$ cat src/rtl/ahb_slave_if_param.sv
// AHB slave-side front end for the AHB-to-APB bridge: region decode, HREADYin-gated
// address/data pipeline and a two-cycle ERROR response for unmapped accesses.
`timescale 1ns/1ps
module ahb_slave_if_param #(
  parameter int ADDR_W  = 32,
  parameter int DATA_W  = 32,
  parameter int NUM_SLV = 3,
  parameter int PIPE    = 2,
  parameter logic [NUM_SLV*ADDR_W-1:0] SLV_BASE = {32'h8800_0000, 32'h8400_0000, 32'h8000_0000},
  parameter logic [NUM_SLV*ADDR_W-1:0] SLV_MASK = {3{32'hFC00_0000}}
) (
  input  logic                     HCLK,
  input  logic                     HRESET,
  input  logic [ADDR_W-1:0]        HADDR,
  input  logic [DATA_W-1:0]        HWDATA,
  input  logic                     HWRITE,
  input  logic [1:0]               HTRANS,
  input  logic                     HREADYin,
  input  logic                     bridge_ready,
  input  logic [DATA_W-1:0]        PRDATA,
  output logic [DATA_W-1:0]        HRDATA,
  output logic [PIPE*ADDR_W-1:0]   HADDR_pipe,
  output logic [PIPE*DATA_W-1:0]   HWDATA_pipe,
  output logic                     HWRITEreg,
  output logic                     valid,
  output logic [NUM_SLV-1:0]       TEMP_SEL,
  output logic [1:0]               HRESP,
  output logic                     HREADYout,
  output logic [7:0]               err_cnt
);

  typedef enum logic [1:0] {ST_OKAY, ST_ERR1, ST_ERR2} state_t;

  state_t             state, state_nxt;
  logic               hit_any;
  logic               active;
  logic [NUM_SLV-1:0] sel;
  logic [ADDR_W-1:0]  addr_pipe [PIPE];
  logic [DATA_W-1:0]  data_pipe [PIPE];
  logic               trans_unused;

  // HTRANS[0] only separates SEQ from NONSEQ and IDLE from BUSY; neither matters here.
  assign trans_unused = HTRANS[0];

  function automatic logic [7:0] sat_inc(input logic [7:0] v);
    return (v == 8'hFF) ? v : v + 8'd1;
  endfunction

  // Walk from the top index down so the lowest-index hit is the one that survives.
  always_comb begin
    sel     = '0;
    hit_any = 1'b0;
    for (int i = NUM_SLV - 1; i >= 0; i--) begin
      if ((HADDR & SLV_MASK[i*ADDR_W +: ADDR_W]) ==
          (SLV_BASE[i*ADDR_W +: ADDR_W] & SLV_MASK[i*ADDR_W +: ADDR_W])) begin
        sel     = NUM_SLV'(1) << i;
        hit_any = 1'b1;
      end
    end
  end

  assign TEMP_SEL = sel;
  assign active   = HREADYin & HTRANS[1];
  assign valid    = active & hit_any & (state != ST_ERR1);
  assign HRDATA   = PRDATA;

  // Pipeline stages: stage 1 captures the bus, later stages shift, all hold while HREADYin is low.
  always_ff @(posedge HCLK or posedge HRESET) begin
    if (HRESET) begin
      for (int k = 0; k < PIPE; k++) begin
        addr_pipe[k] <= '0;
        data_pipe[k] <= '0;
      end
      HWRITEreg <= 1'b0;
    end else if (HREADYin) begin
      addr_pipe[0] <= HADDR;
      data_pipe[0] <= HWDATA;
      for (int k = 1; k < PIPE; k++) begin
        addr_pipe[k] <= addr_pipe[k-1];
        data_pipe[k] <= data_pipe[k-1];
      end
      HWRITEreg <= HWRITE;
    end
  end

  for (genvar g = 0; g < PIPE; g++) begin : g_pack
    assign HADDR_pipe[g*ADDR_W +: ADDR_W]  = addr_pipe[g];
    assign HWDATA_pipe[g*DATA_W +: DATA_W] = data_pipe[g];
  end

  // Error response FSM
  always_ff @(posedge HCLK or posedge HRESET) begin
    if (HRESET) begin
      state   <= ST_OKAY;
      err_cnt <= 8'd0;
    end else begin
      state <= state_nxt;
      if (state == ST_ERR1) err_cnt <= sat_inc(err_cnt);
    end
  end

  always_comb begin
    state_nxt = state;
    HRESP     = 2'b00;
    HREADYout = bridge_ready;
    case (state)
      ST_OKAY: begin
        if (active && !hit_any) state_nxt = ST_ERR1;
      end
      ST_ERR1: begin
        HRESP     = 2'b01;
        HREADYout = 1'b0;
        state_nxt = ST_ERR2;
      end
      ST_ERR2: begin
        HRESP     = 2'b01;
        HREADYout = 1'b1;
        state_nxt = (active && !hit_any) ? ST_ERR1 : ST_OKAY;
      end
      default: state_nxt = ST_OKAY;
    endcase
  end

endmodule

$ cat config.mk
export PLATFORM = sky130hd
export DESIGN_NAME = ahb_slave_if_param
export DESIGN_NICKNAME = d
export VERILOG_FILES = /design/src/rtl/ahb_slave_if_param.sv
export SDC_FILE = /design/constraint.sdc
export NUM_CORES = 1
export LEC_CHECK = 0
export ABC_CLOCK_PERIOD_IN_PS = 14900
export CAP_MARGIN = 10
export CORE_AREA = 8 8 123 125
export CTS_CLUSTER_SIZE = 20
export DETAILED_ROUTE_END_ITERATION = 7
export DIE_AREA = 0 0 131 133
export MAX_ROUTING_LAYER = met4
export PLACE_DENSITY = 0.85
export SLEW_MARGIN = 20
export SYNTH_ARGS = -nofsm -noshare
export SYNTH_HDL_FRONTEND = slang
export SYNTH_SLANG_ARGS = --single-unit
$ cat constraint.sdc
create_clock -name HCLK -period 14.9 [get_ports HCLK]
set_input_delay 2.98 -clock HCLK [delete_from_list [all_inputs] [get_ports HCLK]]
set_output_delay 2.98 -clock HCLK [all_outputs]
set_load 0.01 [all_outputs]
# --- Word level (Yosys, flattened, before mapping) ---
# Cells that the tools add are included.
# Widths: inputs -> output; s select.
totals:
  ff_bits: 139
  inputBits: 103
  out_inout_bits: 176
  elab_cells: 36
op_classes:
  n_addsub: 1
  n_eq_ne: 8
  n_mux: 11
  n_bitwise: 4
  n_reduce_logical: 5
ops:
  columns: ["operator", "n"]
  rows:
  - ["$eq 6x6->1 const B", 3]
  - ["$mux 3", 3]
  - ["$add 8x1->8 const B", 1]
  - ["$eq 8x8->1 const B", 1]
  - ["$pmux 2 s3", 1]
  - ["$mux 1", 5]
  - ["$and 1x1->1", 3]
  - ["$eq 2x1->1 const B", 1]
  - ["$eq 2x2->1 const B", 1]
  - ["$logic_not 2->1", 1]
  - ["$mux 2", 1]
  - ["$ne 2x1->1 const B", 1]
  - ["$ne 2x2->1 const B", 1]
  - ["$pmux 1 s2", 1]
  - ["$reduce_and 2->1", 1]
  - ["$reduce_or 2->1", 1]
  - ["$logic_and 1x1->1", 1]
  - ["$logic_not 1->1", 1]
  - ["$not 1->1", 1]

# --- Depth between registers and ports, before layout ---
# Gate-level depths: netlist (run 1).
depth:
  ltp_word: 8
  mapped_depth: 6
  depth_no_buf: 5

# --- Least setup slack after synthesis (run 1) ---
# No wires, ideal clock.
synth_timing:
  path_kind: "input-to-output"
  from: "input port HADDR[29]"
  to: "output port TEMP_SEL[0]"
  t_arrival_ns: 3.802
  t_required_ns: 11.920
  setup_slack_ns: 8.118
  path_stages: 2
  n_path_buf: 0
  cell_sequence: "or4b_4 nor3_1"
synth_via:
  elab_chain_cells: 3
  word_cells_on_any_way: 4
  cone_classes: "eq/ne (2); mux (2)"
synth_lines:
  columns: ["element", "line", "text"]
  rows:
  - ["start, declared", "14", "input logic [ADDR_W-1:0] HADDR,"]
  - ["$eq 6x6->1", "54", "if ((HADDR & SLV_MASK[i*ADDR_W +: ADDR_W]) =="]
  - ["$mux 3", "54", null]
  - ["$mux 3 (*)", "54", null]
  - ["end, declared", "26", "output logic [NUM_SLV-1:0] TEMP_SEL,"]
# Every way passes the cells marked *; elsewhere a longest branch is shown, timed or not.

# --- Final worst setup path (run 1) ---
layout_timing:
  from: "input port HADDR[29]"
  to: "output port TEMP_SEL[2]"
layout_via:
  elab_chain_cells: 4
  word_cells_on_any_way: 6
  cone_classes: "eq/ne (3); mux (3)"
layout_lines:
  columns: ["element", "line"]
  rows:
  - ["$eq 6x6->1", "54"]
  - ["$mux 3 (2 in series)", "54"]
  - ["$mux 3 (*)", "54"]
# Marks and branches as above.

==> flow_summary.yaml, run 1 <==
run_status:
  status: "finished clean"
place:
  hpwl_um: 10100
  place.gp.congestion: 0.874
  dp_cells: 715
  port_buffers: 212
yosys:
  yosys_warnings: 0
  ys_async_sr_fraction_pct: 100
  ys_seq_elements: 139
  synth_area_leaders: "dfrtp_1, mux2_1, buf_4"
  synth_cells: 374
  netlist_area_um2: 5690
  yosys.area.top_type: "dfrtp_1"
  yosys.cell_types.count: 29
  synth_edf_count: 0
  synth_top_flop_cell: "dfrtp_1"
  postSynthNetCount: 482
  yosysTopAreaCellShare_pct: 61.1
  yosysSeqAreaShare_pct: 61.1
  avgSynthCellArea_um2: 15.2
clock_network:
  insertion_delay_ps: 400
  htreeDepth: 4
  postCtsSetupRepairBufs: 0
  clk_pin_slew_ps: 50
  cts_tree: "done"
  ctsHoldBuffers: 0
  cts_buffers: 17
  clockRootBuffer: "clkbuf_16"
  cts_max_path_buffers: 2
  post_cts_resize_count: 0
  cts_num_sinks: 139
grt:
  grt_pass1_vias: 4117
  grt_max_degree: 76
  antenna_found_initial: 0
  globalRouteTotalUtil_pct: 16.4
  gr-total-overflow: 0
  grt_pass1_wl_um: 21700
timing:
  skew_ps: 7.16
  setup_violations: 0
  rsz0062_at_grt: "no"
  whs_ps: 482
  finalMaxSlewViolations: 0
  hold_viol_final: 0
  finalSetupTns_ps: 0
  relSlewSlack_pct: 37.6
  fmax_mhz: 128
  tightestPinTransition_ps: 936
  period_share_pct: 52.4
  period_needed_ps: 7800
drt:
  drc: 0
  first_iter_violations: 145
  via_per_inst: 4.84
  drt_pre_antenna_iters: 5
  vias: 3613
  wire_per_inst_um: 18.1
  postRouteAntennaNets: 0
  finalWirelength_um: 13500
die:
  ios: 279
  initial_core_util_pct: 43.5
  row_count: 42
  die_h_um: 133
  die_x_um: 131
  dieArea_um2: 17400
  core_area_um2: 13100
power:
  finalPower_w: 0.00119
  ir_drop_uv: 109
  p_per_area_nw_per_um2: 142
  power_leakage_nw: 3.47
critical_path:
  cp-start-kind: "primary input"
  crit_arrival_ps: 4820
  crit_type: "in2out"
  cp-end-kind: "output port"
  critPathRequiredTime_ps: 11920
  worstPathMaxFanout: 3
finish:
  nFillCells: 933
  syn2layout_area_growth_pct: 46.8
  layout_commonest_cell: "clkdlybuf4s50_1"
  fin_cells: 746
  drive_gt1_share_pct: 7.72
  utilization_pct: 63.9
  seqCellArea_um2: 3480
  fin_nets: 666
  num_antenna_cells: 0
  layout.cells.most_common_list: "clkdlybuf4s50_1, dfrtp_1, mux2_1"
  multi_input_comb_area_um2: 1840
worst_hold_path:
  holdCritPathClass: "reg2reg"
job:
  max_cap_viol_count: 0
-- area by class of cell --
cell class | count | area share, %
clock inverters | 10 | 2.25
inverters | 4 | 0.240
flip-flops and latches | 139 | 41.6
clock buffers | 21 | 5.63
well taps | 176 | 2.64
repair buffers | 214 | 25.5
multi-input cells | 182 | 22.1
-- metrics by stage --
| stage | worst slack [ps] | area (um^2) |
|---|---|---|
| 2_1_floorplan | 8120 | 5690 |
| 3_3_place_gp | 7150 | 7700 |
| 3_5_place_dp | 7110 | 7700 |
| 4_1_cts | 7100 | 8360 |
| 5_1_grt | 7040 | 8360 |
| 6_report | 7100 | 8360 |
-- synthesized netlist by cell type (4+ instances only) --
cell type / count
ha_1: 5
dfrtp_1: 139
mux2_1: 127
mux2_2: 5
nand2_1: 7
buf_2: 5
nand3_1: 4
buf_4: 44
a21oi_1: 5
nor3_1: 4
inv_1: 4
nand4_1: 4
-- power by group --
part	internal [W]	leakage, nW	switching [W]
clock network	0.000310	0.316	0.000151
registers	0.000432	1.64	0.0000404
logic	0.000150	1.52	0.000104
total	0.000892	3.47	0.000295
-- sequential cells by signal, summed over array words and instances, names as in the netlist --
signal and count:
HWRITEreg 1, HWDATA_pipe 64, HADDR_pipe 64, err_cnt 8
state 2
-- worst max-delay path: stages --
cell and delay, ps:
clkdlybuf4s50_1 460, or4b_4 600, nor3b_2 200, clkdlybuf4s50_1 590
-- path summary, 6_finish.rpt --
check                      cells past startpoint                        from  slack [ps]                          end
max in group asynchronous                      3                      HRESET       10500  HWDATA_pipe[55]$_DFFE_PP0P_
setup reg to reg                               5        state[1]$_DFFE_PP0P_       13030       err_cnt[7]$_DFFE_PP0P_
min in group asynchronous                      2                      HRESET        3010  HWDATA_pipe[26]$_DFFE_PP0P_
hold reg to reg                                1  HADDR_pipe[63]$_DFFE_PP0P_         480   HADDR_pipe[63]$_DFFE_PP0P_
setup / recovery                               4                   HADDR[29]        7100                  TEMP_SEL[2]
hold / removal                                 1  HADDR_pipe[63]$_DFFE_PP0P_         480   HADDR_pipe[63]$_DFFE_PP0P_
-- kinds of logic after synthesis --
| group | share of synthesized area [%] |
|---|---|
| flip-flops | 61.1 |
| multiplexers | 26.3 |
| buffers and inverters | 6.51 |
| AND/OR/NAND/NOR | 3.10 |
| AO/OA/AOI/OAI | 1.38 |
| adder cells (fa/ha/maj) | 1.10 |
| XOR/XNOR | 0.462 |
| other | 0.0659 |
-- metal layers --
layer / vias up / part of all wire, % / routed length (um) / global-route usage (%)
met5: - / 0 / 0 / -
met4: 0 / 2.9 / 393 / 7.66
met3: 36 / 9.4 / 1270 / 5.95
met2: 155 / 49 / 6600 / 25.7
met1: 1779 / 39 / 5270 / 18.0
li1: 1643 / - / - / -
Power figures use the tool's default switching activity.
==> inputs of run 2 (changes only) <==
==> config.mk (replaced) <==
export PLATFORM = sky130hd
export DESIGN_NAME = ahb_slave_if_param
export DESIGN_NICKNAME = d
export VERILOG_FILES = /design/src/rtl/ahb_slave_if_param.sv
export SDC_FILE = /design/constraint.sdc
export NUM_CORES = 1
export LEC_CHECK = 0
export ABC_CLOCK_PERIOD_IN_PS = 7700
export CAP_MARGIN = 10
export CORE_AREA = 8 8 127 129
export CTS_CLUSTER_SIZE = 20
export DETAILED_ROUTE_END_ITERATION = 7
export DIE_AREA = 0 0 135 137
export MAX_ROUTING_LAYER = met4
export PLACE_DENSITY = 0.8
export SLEW_MARGIN = 20
export SYNTH_ARGS = -nofsm -noshare
export SYNTH_HDL_FRONTEND = slang
export SYNTH_SLANG_ARGS = --single-unit
==> constraint.sdc (replaced) <==
create_clock -name HCLK -period 7.7 [get_ports HCLK]
set_input_delay 1.54 -clock HCLK [delete_from_list [all_inputs] [get_ports HCLK]]
set_output_delay 1.54 -clock HCLK [all_outputs]
set_load 0.01 [all_outputs]
==> flow_summary.yaml, run 2 (same netlist as run 1, synthesis figures left out) <==
place:
  place.gp.congestion: 0.850
  dp_cells: 723
  hpwl_um: 10100
  pre_cts_ws_ps: 2790
  port_buffers: 212
critical_path:
  r2r_slack_ps: 5860
  slowest_stage: "or4b_4"
  cp_top_family: "buffers and inverters"
  cp-end-kind: "output port"
  path_cells: "clkdlybuf4s50_1 > or4b_4 > nor3b_2 > clkdlybuf4s50_1"
  path_buf_inv: 2
  crit_arrival_ps: 3360
  crit_type: "in2out"
  critPathRequiredTime_ps: 6160
  worst_path_most_repeated_cell: "clkdlybuf4s50_1"
  slowest_delay_ps: 590
  rr_endpoint: "err_cnt[7]$_DFFE_PP0P_"
  r2r-start: "state[1]$_DFFE_PP0P_"
  r2r_cells: 5
  worstPathMaxFanout: 3
  cp-start-kind: "primary input"
clock_network:
  postCtsSetupRepairBufs: 0
  cts_num_sinks: 139
  post_cts_resize_count: 0
  clockRootBuffer: "clkbuf_16"
  cts_tree: "done"
  cts_max_path_buffers: 2
  ctsHoldBuffers: 0
  cts_buffers: 17
  htreeDepth: 4
  insertion_delay_ps: 400
  clk_pin_slew_ps: 60
drt:
  wire_per_inst_um: 17.8
  first_iter_violations: 141
  vias: 3647
  drt_pre_antenna_iters: 4
  drc: 0
  postRouteAntennaNets: 0
  finalWirelength_um: 13400
  via_per_inst: 4.84
timing:
  rsz0062_at_grt: "no"
  fmax_mhz: 204
  finalMaxSlewViolations: 0
  setup_violations: 0
  tightestPinTransition_ps: 965
  setup_slack_ps: 2800
  period_share_pct: 63.7
  skew_ps: 6.96
  period_needed_ps: 4900
  relSlewSlack_pct: 35.7
  finalSetupTns_ps: 0
  hold_viol_final: 0
grt:
  grt_pass1_vias: 3941
  grt_max_degree: 77
  grt_pass1_wl_um: 20900
  globalRouteTotalUtil_pct: 14.9
  gr-total-overflow: 0
  antenna_found_initial: 0
worst_hold_path:
  worstHoldPathCells: 1
  hold_path_end: "HADDR_pipe[54]$_DFFE_PP0P_"
  holdCritPathClass: "reg2reg"
  hp-start: "HADDR_pipe[54]$_DFFE_PP0P_"
power:
  finalPower_w: 0.00216
  power_leakage_nw: 3.43
  p_per_area_nw_per_um2: 262
  ir_drop_uv: 161
finish:
  syn2layout_area_growth_pct: 45.3
  nFillCells: 1100
  layout_commonest_cell: "clkdlybuf4s50_1"
  layout.cells.most_common_list: "clkdlybuf4s50_1, dfrtp_1, mux2_1"
  fin_cells: 754
  num_antenna_cells: 0
  drive_gt1_share_pct: 7.89
  fin_nets: 666
die:
  die_x_um: 135
  ios: 279
  dieArea_um2: 18500
  row_count: 44
  core_area_um2: 14200
  initial_core_util_pct: 40.1
  die_h_um: 137
run_status:
  status: "finished clean"
job:
  max_cap_viol_count: 0
## run 2: report_power, final
part,switching [W],leakage [nW],internal (W)
Clock,0.000294,0.274,0.000466
Combinational,0.000200,1.52,0.000290
Sequential,0.0000769,1.64,0.000835
## run 2: layout make-up
type                            instances  area (um^2)  share of cell area (%)
Sequential cell                       139         3480                    42.1
Timing Repair Buffer                  214         2130                    25.8
Multi-Input combinational cell        182         1840                    22.3
Clock buffer                           20          467                    5.64
Tap cell                              184          230                    2.78
Clock inverter                         11         95.1                    1.15
Inverter                                4         20.0                   0.242
## run 2: layer usage
layer | GRT usage (%) | up-vias | wire length (um)
met5 | - | - | 0
met4 | 6.54 | 0 | 358
met3 | 6.64 | 32 | 1230
met2 | 24.0 | 156 | 6640
met1 | 15.7 | 1814 | 5170
li1 | - | 1645 | -
## run 2: how the worst max path moves through the flow
stage / startpoint / endpoint / slack, ps / cells past startpoint
floorplan: HRESET / HADDR_pipe[0]$_DFFE_PP0P_ / 2440 / 1
global placement: HADDR[29] / TEMP_SEL[2] / 2840 / 4
detailed placement: HADDR[29] / TEMP_SEL[2] / 2790 / 4
CTS: HADDR[31] / TEMP_SEL[2] / 2780 / 4
global route: HADDR[29] / TEMP_SEL[2] / 2760 / 4
finish: HADDR[29] / TEMP_SEL[2] / 2800 / 4
## run 2: metrics by stage
step                      util (%)  instance area [um^2]  hold WS, ps
after CTS                     58.2                  8270          486
after global placement        54.3                  7710          467
after global routing          58.2                  8270          501
after detailed placement      54.3                  7710          475
final                         58.2                  8270          482
after floorplan                  -                  5690          529
==> inputs of run 3 (changes only) <==
--- a/config.mk
+++ b/config.mk
@@ -5,14 +5,14 @@
 export SDC_FILE = /design/constraint.sdc
 export NUM_CORES = 1
 export LEC_CHECK = 0
-export ABC_CLOCK_PERIOD_IN_PS = 7700
+export ABC_CLOCK_PERIOD_IN_PS = 4300
 export CAP_MARGIN = 10
-export CORE_AREA = 8 8 127 129
+export CORE_AREA = 8 8 134 136
 export CTS_CLUSTER_SIZE = 20
 export DETAILED_ROUTE_END_ITERATION = 7
-export DIE_AREA = 0 0 135 137
+export DIE_AREA = 0 0 142 144
 export MAX_ROUTING_LAYER = met4
-export PLACE_DENSITY = 0.8
+export PLACE_DENSITY = 0.76
 export SLEW_MARGIN = 20
 export SYNTH_ARGS = -nofsm -noshare
 export SYNTH_HDL_FRONTEND = slang
==> constraint.sdc (replaced) <==
create_clock -name HCLK -period 4.3 [get_ports HCLK]
set_input_delay 0.86 -clock HCLK [delete_from_list [all_inputs] [get_ports HCLK]]
set_output_delay 0.86 -clock HCLK [all_outputs]
set_load 0.01 [all_outputs]
==> flow_summary.yaml, run 3 (same netlist as run 1, synthesis figures left out) <==
run_status:
  status: "finished clean"
critical_path:
  slowest_stage: "clkdlybuf4s50_1"
  r2r_cells: 5
  rr_endpoint: "err_cnt[7]$_DFFE_PP0P_"
  path_cells: "clkdlybuf4s50_1 > nor4b_2 > nand2_1 > nor3_1 > clkdlybuf4s50_1"
  cp_top_family: "buffers and inverters"
  crit_arrival_ps: 2760
  critPathRequiredTime_ps: 3440
  worst_path_most_repeated_cell: "clkdlybuf4s50_1"
  path_buf_inv: 2
  path_depth: 5
  cp-start-kind: "primary input"
  worstPathMaxFanout: 4
  startpoint: "HADDR[29]"
  slowest_delay_ps: 580
  r2r_slack_ps: 2470
  cp-end-kind: "output port"
  crit_type: "in2out"
  r2r-start: "state[1]$_DFFE_PP0P_"
timing:
  setup_violations: 0
  tightestPinTransition_ps: 744
  finalMaxSlewViolations: 0
  period_share_pct: 84.1
  fmax_mhz: 277
  hold_viol_final: 0
  period_needed_ps: 3620
  skew_ps: 6.55
  relSlewSlack_pct: 50.4
  rsz0062_at_grt: "no"
  finalSetupTns_ps: 0
power:
  power_leakage_nw: 3.47
  p_per_area_nw_per_um2: 483
  ir_drop_uv: 280
  finalPower_w: 0.00406
worst_hold_path:
  hold_path_end: "HADDR_pipe[32]$_DFFE_PP0P_"
  worstHoldPathCells: 1
  hp-start: "HADDR_pipe[32]$_DFFE_PP0P_"
  holdCritPathClass: "reg2reg"
finish:
  layout_commonest_cell: "clkdlybuf4s50_1"
  utilization_pct: 52.3
  syn2layout_area_growth_pct: 47.6
  fin_nets: 668
  drive_gt1_share_pct: 8.20
  num_antenna_cells: 0
  layout.cells.most_common_list: "clkdlybuf4s50_1, dfrtp_1, mux2_1"
die:
  ios: 279
  row_count: 47
  initial_core_util_pct: 35.5
  die_h_um: 144
  core_area_um2: 16100
  die_x_um: 142
  dieArea_um2: 20400
drt:
  first_iter_violations: 83
  vias: 3636
  drt_pre_antenna_iters: 4
  drc: 0
  finalWirelength_um: 14300
  wire_per_inst_um: 18.1
  postRouteAntennaNets: 0
  via_per_inst: 4.59
place:
  hpwl_um: 10700
  place.gp.congestion: 0.744
  port_buffers: 212
clock_network:
  cts_tree: "done"
  post_cts_resize_count: 0
  ctsHoldBuffers: 0
  cts_max_path_buffers: 2
  clockRootBuffer: "clkbuf_16"
  insertion_delay_ps: 410
  cts_buffers: 17
  htreeDepth: 4
  cts_num_sinks: 139
  clk_pin_slew_ps: 60
  postCtsSetupRepairBufs: 0
grt:
  grt_pass1_wl_um: 22500
  globalRouteTotalUtil_pct: 14.6
  grt_pass1_vias: 4136
  grt_max_degree: 78
  gr-total-overflow: 0
  antenna_found_initial: 0
job:
  max_cap_viol_count: 0
-- run 3: changes by cell type in the layout (fill, tap and decap cells not counted), sizes merged --
| cell | change |
|---|---|
| clkinv | +1 |
| clkinvlp | -1 |
| bufinv | +3 |
| clkbuf | -2 |
| buf | +2 |
-- run 3: layout make-up --
| cell class | count | area (um^2) |
|---|---|---|
| fill | 1370 | 7650 |
| sequential | 139 | 3480 |
| timing repair buffer | 216 | 2160 |
| multi-input combinational | 182 | 1840 |
| clock buffer | 18 | 429 |
| tap | 220 | 275 |
| clock inverter | 14 | 195 |
| inverter | 4 | 18.8 |
-- run 3: metrics by stage --
| stage | hold WS (ps) | area [um^2] | setup WS, ps | std cells |
|---|---|---|---|---|
| 3_3_place_gp | 467 | 7780 | 653 | 761 |
| 5_1_grt | 503 | 8400 | 533 | 793 |
| 6_report | 482 | 8400 | 684 | 793 |
| 3_5_place_dp | 474 | 7780 | 661 | 761 |
| 4_1_cts | 488 | 8400 | 645 | 793 |
| 2_1_floorplan | 529 | 5700 | 1700 | 374 |
-- run 3: how the worst max path moves through the flow --
stage | slack [ps] | to
after floorplan | 1700 | HADDR_pipe[0]$_DFFE_PP0P_
after global placement | 650 | valid
after detailed placement | 660 | valid
after CTS | 640 | valid
after global routing | 530 | valid
final | 680 | valid
-- run 3: power breakdown --
group	switching, W	internal (W)	leakage (nW)
Combinational	0.000365	0.000521	1.53
Clock	0.000564	0.000974	0.305
Sequential	0.000138	0.00150	1.64
-- run 3: worst register-to-register path: cells and delay by family, from the launching register on --
kind,cells,cell delay (ps)
buffers and inverters,1,100
flip-flops,1,430
multiplexers,1,350
AND/OR/NAND/NOR,2,470
adder cells (fa/ha/maj),1,360
-- run 3: metal layers --
layer	part of all wire (%)	GRT usage [%]	routed length, um	vias to the layer above
li1	-	-	-	1646
met1	39	15.4	5610	1802
met2	48	23.5	6940	165
met3	11	6.44	1530	23
met4	1.9	6.39	270	0
met5	0	-	0	-
==> variant 1 (flow settings as in run 2) <==
Set the parameter `DATA_W` to 48 (it was 32).
--- a/src/rtl/ahb_slave_if_param.sv
+++ b/src/rtl/ahb_slave_if_param.sv
@@ -3,7 +3,7 @@
 `timescale 1ns/1ps
 module ahb_slave_if_param #(
   parameter int ADDR_W  = 32,
-  parameter int DATA_W  = 32,
+  parameter int DATA_W  = 48,
   parameter int NUM_SLV = 3,
   parameter int PIPE    = 2,
   parameter logic [NUM_SLV*ADDR_W-1:0] SLV_BASE = {32'h8800_0000, 32'h8400_0000, 32'h8000_0000},
Interface: changed (resized HRDATA, HWDATA, HWDATA_pipe and PRDATA); port bits go from 279 to 359. The function was not compared with the original's and may differ.
==> variant 1 against run 2 <==
Critical path depth is 1 higher. Highest routed layer unchanged. Count of clock-buffer cells in the layout stayed put. Routed wire length is 43% higher. Largest cell class unchanged. Power is 25% higher. Combinational power is 32% higher. First-iteration DRC count is 26% higher. Setup slack worse by 97 ps. Non-clock buffer count is 49 higher. Sequential cell count is 32 higher. Cell area is 24% higher. Die area stayed put. Largest power group unchanged. Area after synthesis is 27% higher.
==> variant 1: results (changes against run 2) <==
\begin{tabular}{lr}
\hline
Metric & Value \\
\hline
\multicolumn{2}{l}{\textbf{Run status}} \\
\quad Run status & completed (unchanged) \\
\multicolumn{2}{l}{\textbf{Logic synthesis}} \\
\quad Most numerous cell types in the synthesized netlist & 171 x sky130\_fd\_sc\_hd\_\_dfrtp\_1, 93 x sky130\_fd\_sc\_hd\_\_mux2\_2, 60 x sky130\_fd\_sc\_hd\_\_mux2\_4, 50 x sky130\_fd\_sc\_hd\_\_buf\_4, 11 x sky130\_fd\_sc\_hd\_\_mux2\_1 (was 139 x sky130\_fd\_sc\_hd\_\_dfrtp\_1, 127 x sky130\_fd\_sc\_hd\_\_mux2\_1, 44 x sky130\_fd\_sc\_hd\_\_buf\_4, 7 x sky130\_fd\_sc\_hd\_\_nand2\_1) \\
\quad Sequential share of the synthesized area & 59.0\% (was 61.1\%) \\
\quad Share of the synthesized netlist area taken by xor and xnor gates & 0.362\% (was 0.462\%) \\
\quad Number of library cell types mapped by synthesis & 33 (was 29) \\
\multicolumn{2}{l}{\textbf{Global routing}} \\
\quad Total Routing Usage GR & 21.5\% (was 14.9\%) \\
\multicolumn{2}{l}{\textbf{Placed design}} \\
\quad Worst Setup Slack post-DPL & 2680 ps (was 2790 ps) \\
\quad Total of buffers placed on input and output ports & 260 (was 212) \\
\quad Routability congestion estimate & 0.758 (was 0.850) \\
\quad DP Cell Count & 836 (was 723) \\
\quad Area of placed instances & 0.00960 mm2 (was 0.00771 mm2) \\
\quad HPWL reported at the end of detailed placement & 14.0 mm (was 10.1 mm) \\
\multicolumn{2}{l}{\textbf{Hold path}} \\
\quad Hold Path Origin & HWDATA\_pipe[94] (was HADDR\_pipe[54]) \\
\quad Destination of the worst hold path & HWDATA\_pipe[94] (was HADDR\_pipe[54]) \\
\multicolumn{2}{l}{\textbf{STA}} \\
\quad Final-layout worst hold slack & 489 ps (was 482 ps) \\
\quad Post-route minimum period & 5000 ps (was 4900 ps) \\
\multicolumn{2}{l}{\textbf{Detailed routing}} \\
\quad Drt first-iter violations & 178 (was 141) \\
\quad Via count & 4,485 (was 3,647) \\
\quad Wire length on met1 & 6.68 mm (was 5.17 mm) \\
\multicolumn{2}{l}{\textbf{Layout}} \\
\quad Share of post-route cells with drive strength above 1 & 28.7\% (was 7.89\%) \\
\quad FILL cells & 920 (was 1,100) \\
\quad Nets & 811 (was 666) \\
\multicolumn{2}{l}{\textbf{Power}} \\
\quad VDD IR max & 0.152 mV (was 0.161 mV) \\
\multicolumn{2}{l}{\textbf{Setup path}} \\
\quad Arrival time worst endpoint & 3460 ps (was 3360 ps) \\
\quad Cell with the biggest individual delay on the critical path & sky130\_fd\_sc\_hd\_\_clkdlybuf4s50\_1 (was sky130\_fd\_sc\_hd\_\_or4b\_4) \\
\quad Reg2reg setup slack & 5950 ps (was 5860 ps) \\
\multicolumn{2}{l}{\textbf{CTS}} \\
\quad Later-pin clock latency in the skew report & 420 ps (was 400 ps) \\
\hline
\end{tabular}
variant 1: power by group through the flow:
stage	clock network, uW	registers [uW]	logic (uW)
floorplan	0	1180	251
global placement	0	1130	632
detailed placement	0	1140	647
CTS	958	1130	657
global route	994	1140	687
finish	939	1130	645
variant 1: cell families after synthesis:
family,after synthesis
DFF,171
muxes,165
buffers and inverters,72
and+or+nand+nor,28
AOI/OAI and AO/OA,12
adders and majority gates,5
xor gates and xnor gates,3
other,1
variant 1: final cells by class:
cell class	count	area, um2	area share, %
sequential	171	4280	41.7
timing repair buffer	263	2630	25.6
clock inverter	11	191	1.87
clock buffer	20	467	4.55
multi-input combinational	214	2440	23.8
tap	184	230	2.25
inverter	4	20.0	0.195
variant 1: per-layer routing:
layer	GRT usage [%]	vias to the layer above
met2	36.5	211
met3	10.0	35
li1	-	1979
met5	-	-
met4	8.33	0
met1	21.2	2260
variant 1: worst max-delay path, delay by kind of cell:
kind          cells  cell delay, ps
buf+inv           2            1060
simple gates      3             860
==> variant 2 (config.mk and constraints of run 2) <==
Without the edit above. The 3 states of `state_t` get a one-hot encoding in 3 bits.
--- a/src/rtl/ahb_slave_if_param.sv
+++ b/src/rtl/ahb_slave_if_param.sv
@@ -29,7 +29,7 @@
   output logic [7:0]               err_cnt
 );
 
-  typedef enum logic [1:0] {ST_OKAY, ST_ERR1, ST_ERR2} state_t;
+  typedef enum logic [2:0] {ST_OKAY = 3'b001, ST_ERR1 = 3'b010, ST_ERR2 = 3'b100} state_t;
 
   state_t             state, state_nxt;
   logic               hit_any;
Formal check against the unedited RTL: same outputs for any inputs over 4 cycles, from zero or initial values and one cycle with HRESET high; so few cycles prove little.
==> variant 2 against run 2 <==
Setup slack got worse by 180 ps. Routed wire length rose by 4.3%. Power fell by 4.1%. First-iteration DRC count fell by 14%. Cell area fell by 0.48%. Sequential cell count rose by 1. Area after synthesis fell by 1.1%. Critical path depth rose by 1.
==> variant 2: results (changes against run 2) <==
\begin{tabular}{lr}
\hline
Metric & Value \\
\hline
\multicolumn{2}{l}{\textbf{Global routing}} \\
\quad Met2 Track Usage GR & 25.4\% (was 24.0\%) \\
\quad Pin count of the biggest net entering global routing & 75 (was 77) \\
\quad GR Layer Usage met3 & 7.42\% (was 6.64\%) \\
\multicolumn{2}{l}{\textbf{Layout}} \\
\quad Share of post-route cells with drive strength above 1 & 30.2\% (was 7.89\%) \\
\quad Clock network contribution to total cell area & 6.75\% (was 6.79\%) \\
\quad Final Core Density & 57.9\% (was 58.2\%) \\
\quad Nets & 653 (was 666) \\
\quad Non-clock inverter count & 2 (was 4) \\
\quad Signal buf overhead & 25.9\% (was 25.8\%) \\
\quad Count of multi-input combinational gates & 174 (was 182) \\
\multicolumn{2}{l}{\textbf{Run status}} \\
\quad Run status & completed (unchanged) \\
\multicolumn{2}{l}{\textbf{STA}} \\
\quad Measured slew at the worst slew-check pin & 917 ps (was 965 ps) \\
\multicolumn{2}{l}{\textbf{Detailed routing}} \\
\quad Total routed wirelength & 14.0 mm (was 13.4 mm) \\
\quad Via-per-instance ratio & 4.84 (about the same) \\
\quad Wire length on met1 & 5.23 mm (was 5.17 mm) \\
\quad Amount of wire on met2 after detailed routing & 7.06 mm (was 6.64 mm) \\
\multicolumn{2}{l}{\textbf{Power}} \\
\quad Gate power share & 20.4\% (was 22.7\%) \\
\quad Post-layout power & 2070 uW (was 2160 uW) \\
\multicolumn{2}{l}{\textbf{Placed design}} \\
\quad HPWL reported at the end of detailed placement & 10.2 mm (was 10.1 mm) \\
\quad DP Cell Count & 714 (was 723) \\
\quad Routability congestion estimate & 0.828 (was 0.850) \\
\multicolumn{2}{l}{\textbf{Setup path}} \\
\quad Cell with the biggest individual delay on the critical path & sky130\_fd\_sc\_hd\_\_clkdlybuf4s50\_1 (was sky130\_fd\_sc\_hd\_\_or4b\_4) \\
\quad Crit path largest cell delay & 570 ps (was 590 ps) \\
\multicolumn{2}{l}{\textbf{Logic synthesis}} \\
\quad Largest cells by area after synthesis & sky130\_fd\_sc\_hd\_\_dfrtp\_1 62\%, sky130\_fd\_sc\_hd\_\_mux2\_2 26\%, sky130\_fd\_sc\_hd\_\_buf\_4 4.5\% (was sky130\_fd\_sc\_hd\_\_dfrtp\_1 61\%, sky130\_fd\_sc\_hd\_\_mux2\_1 25\%, sky130\_fd\_sc\_hd\_\_buf\_4 5.8\%) \\
\quad Synthesized area per cell & 15.4 um2 (was 15.2 um2) \\
\hline
\end{tabular}
variant 2: cell types whose count changed after synthesis, sizes merged, moves of 3 or more:
cell,before,now
a31oi,2,5
ha,5,1
nand2,7,3
nand3,4,1
nand4,4,1
variant 2: cell families (layout without fill, tap and decap cells):
kind of cell    after synthesis  after routing  share of synthesized area [%]
buf+inv                      51            248                           5.98
flops                       140            140                           62.2
simple gates                 21             21                           2.82
xor+xnor                      5              5                          0.778
compound gates               16             16                           1.93
other cells                   1              1                         0.0666
fa+ha+maj                     1              1                          0.222
mux                         130            130                           26.0
variant 2: final timing paths:
kind	start	to	slack, ps
max in group asynchronous	HRESET	HWDATA_pipe[8]	4730
setup / recovery	HADDR[31]	valid	2620
min in group asynchronous	HRESET	HADDR_pipe[44]	1640
hold / removal	HWDATA_pipe[46]	HWDATA_pipe[46]	500
hold reg to reg	HWDATA_pipe[46]	HWDATA_pipe[46]	500
setup reg to reg	state[2]	err_cnt[1]	5890
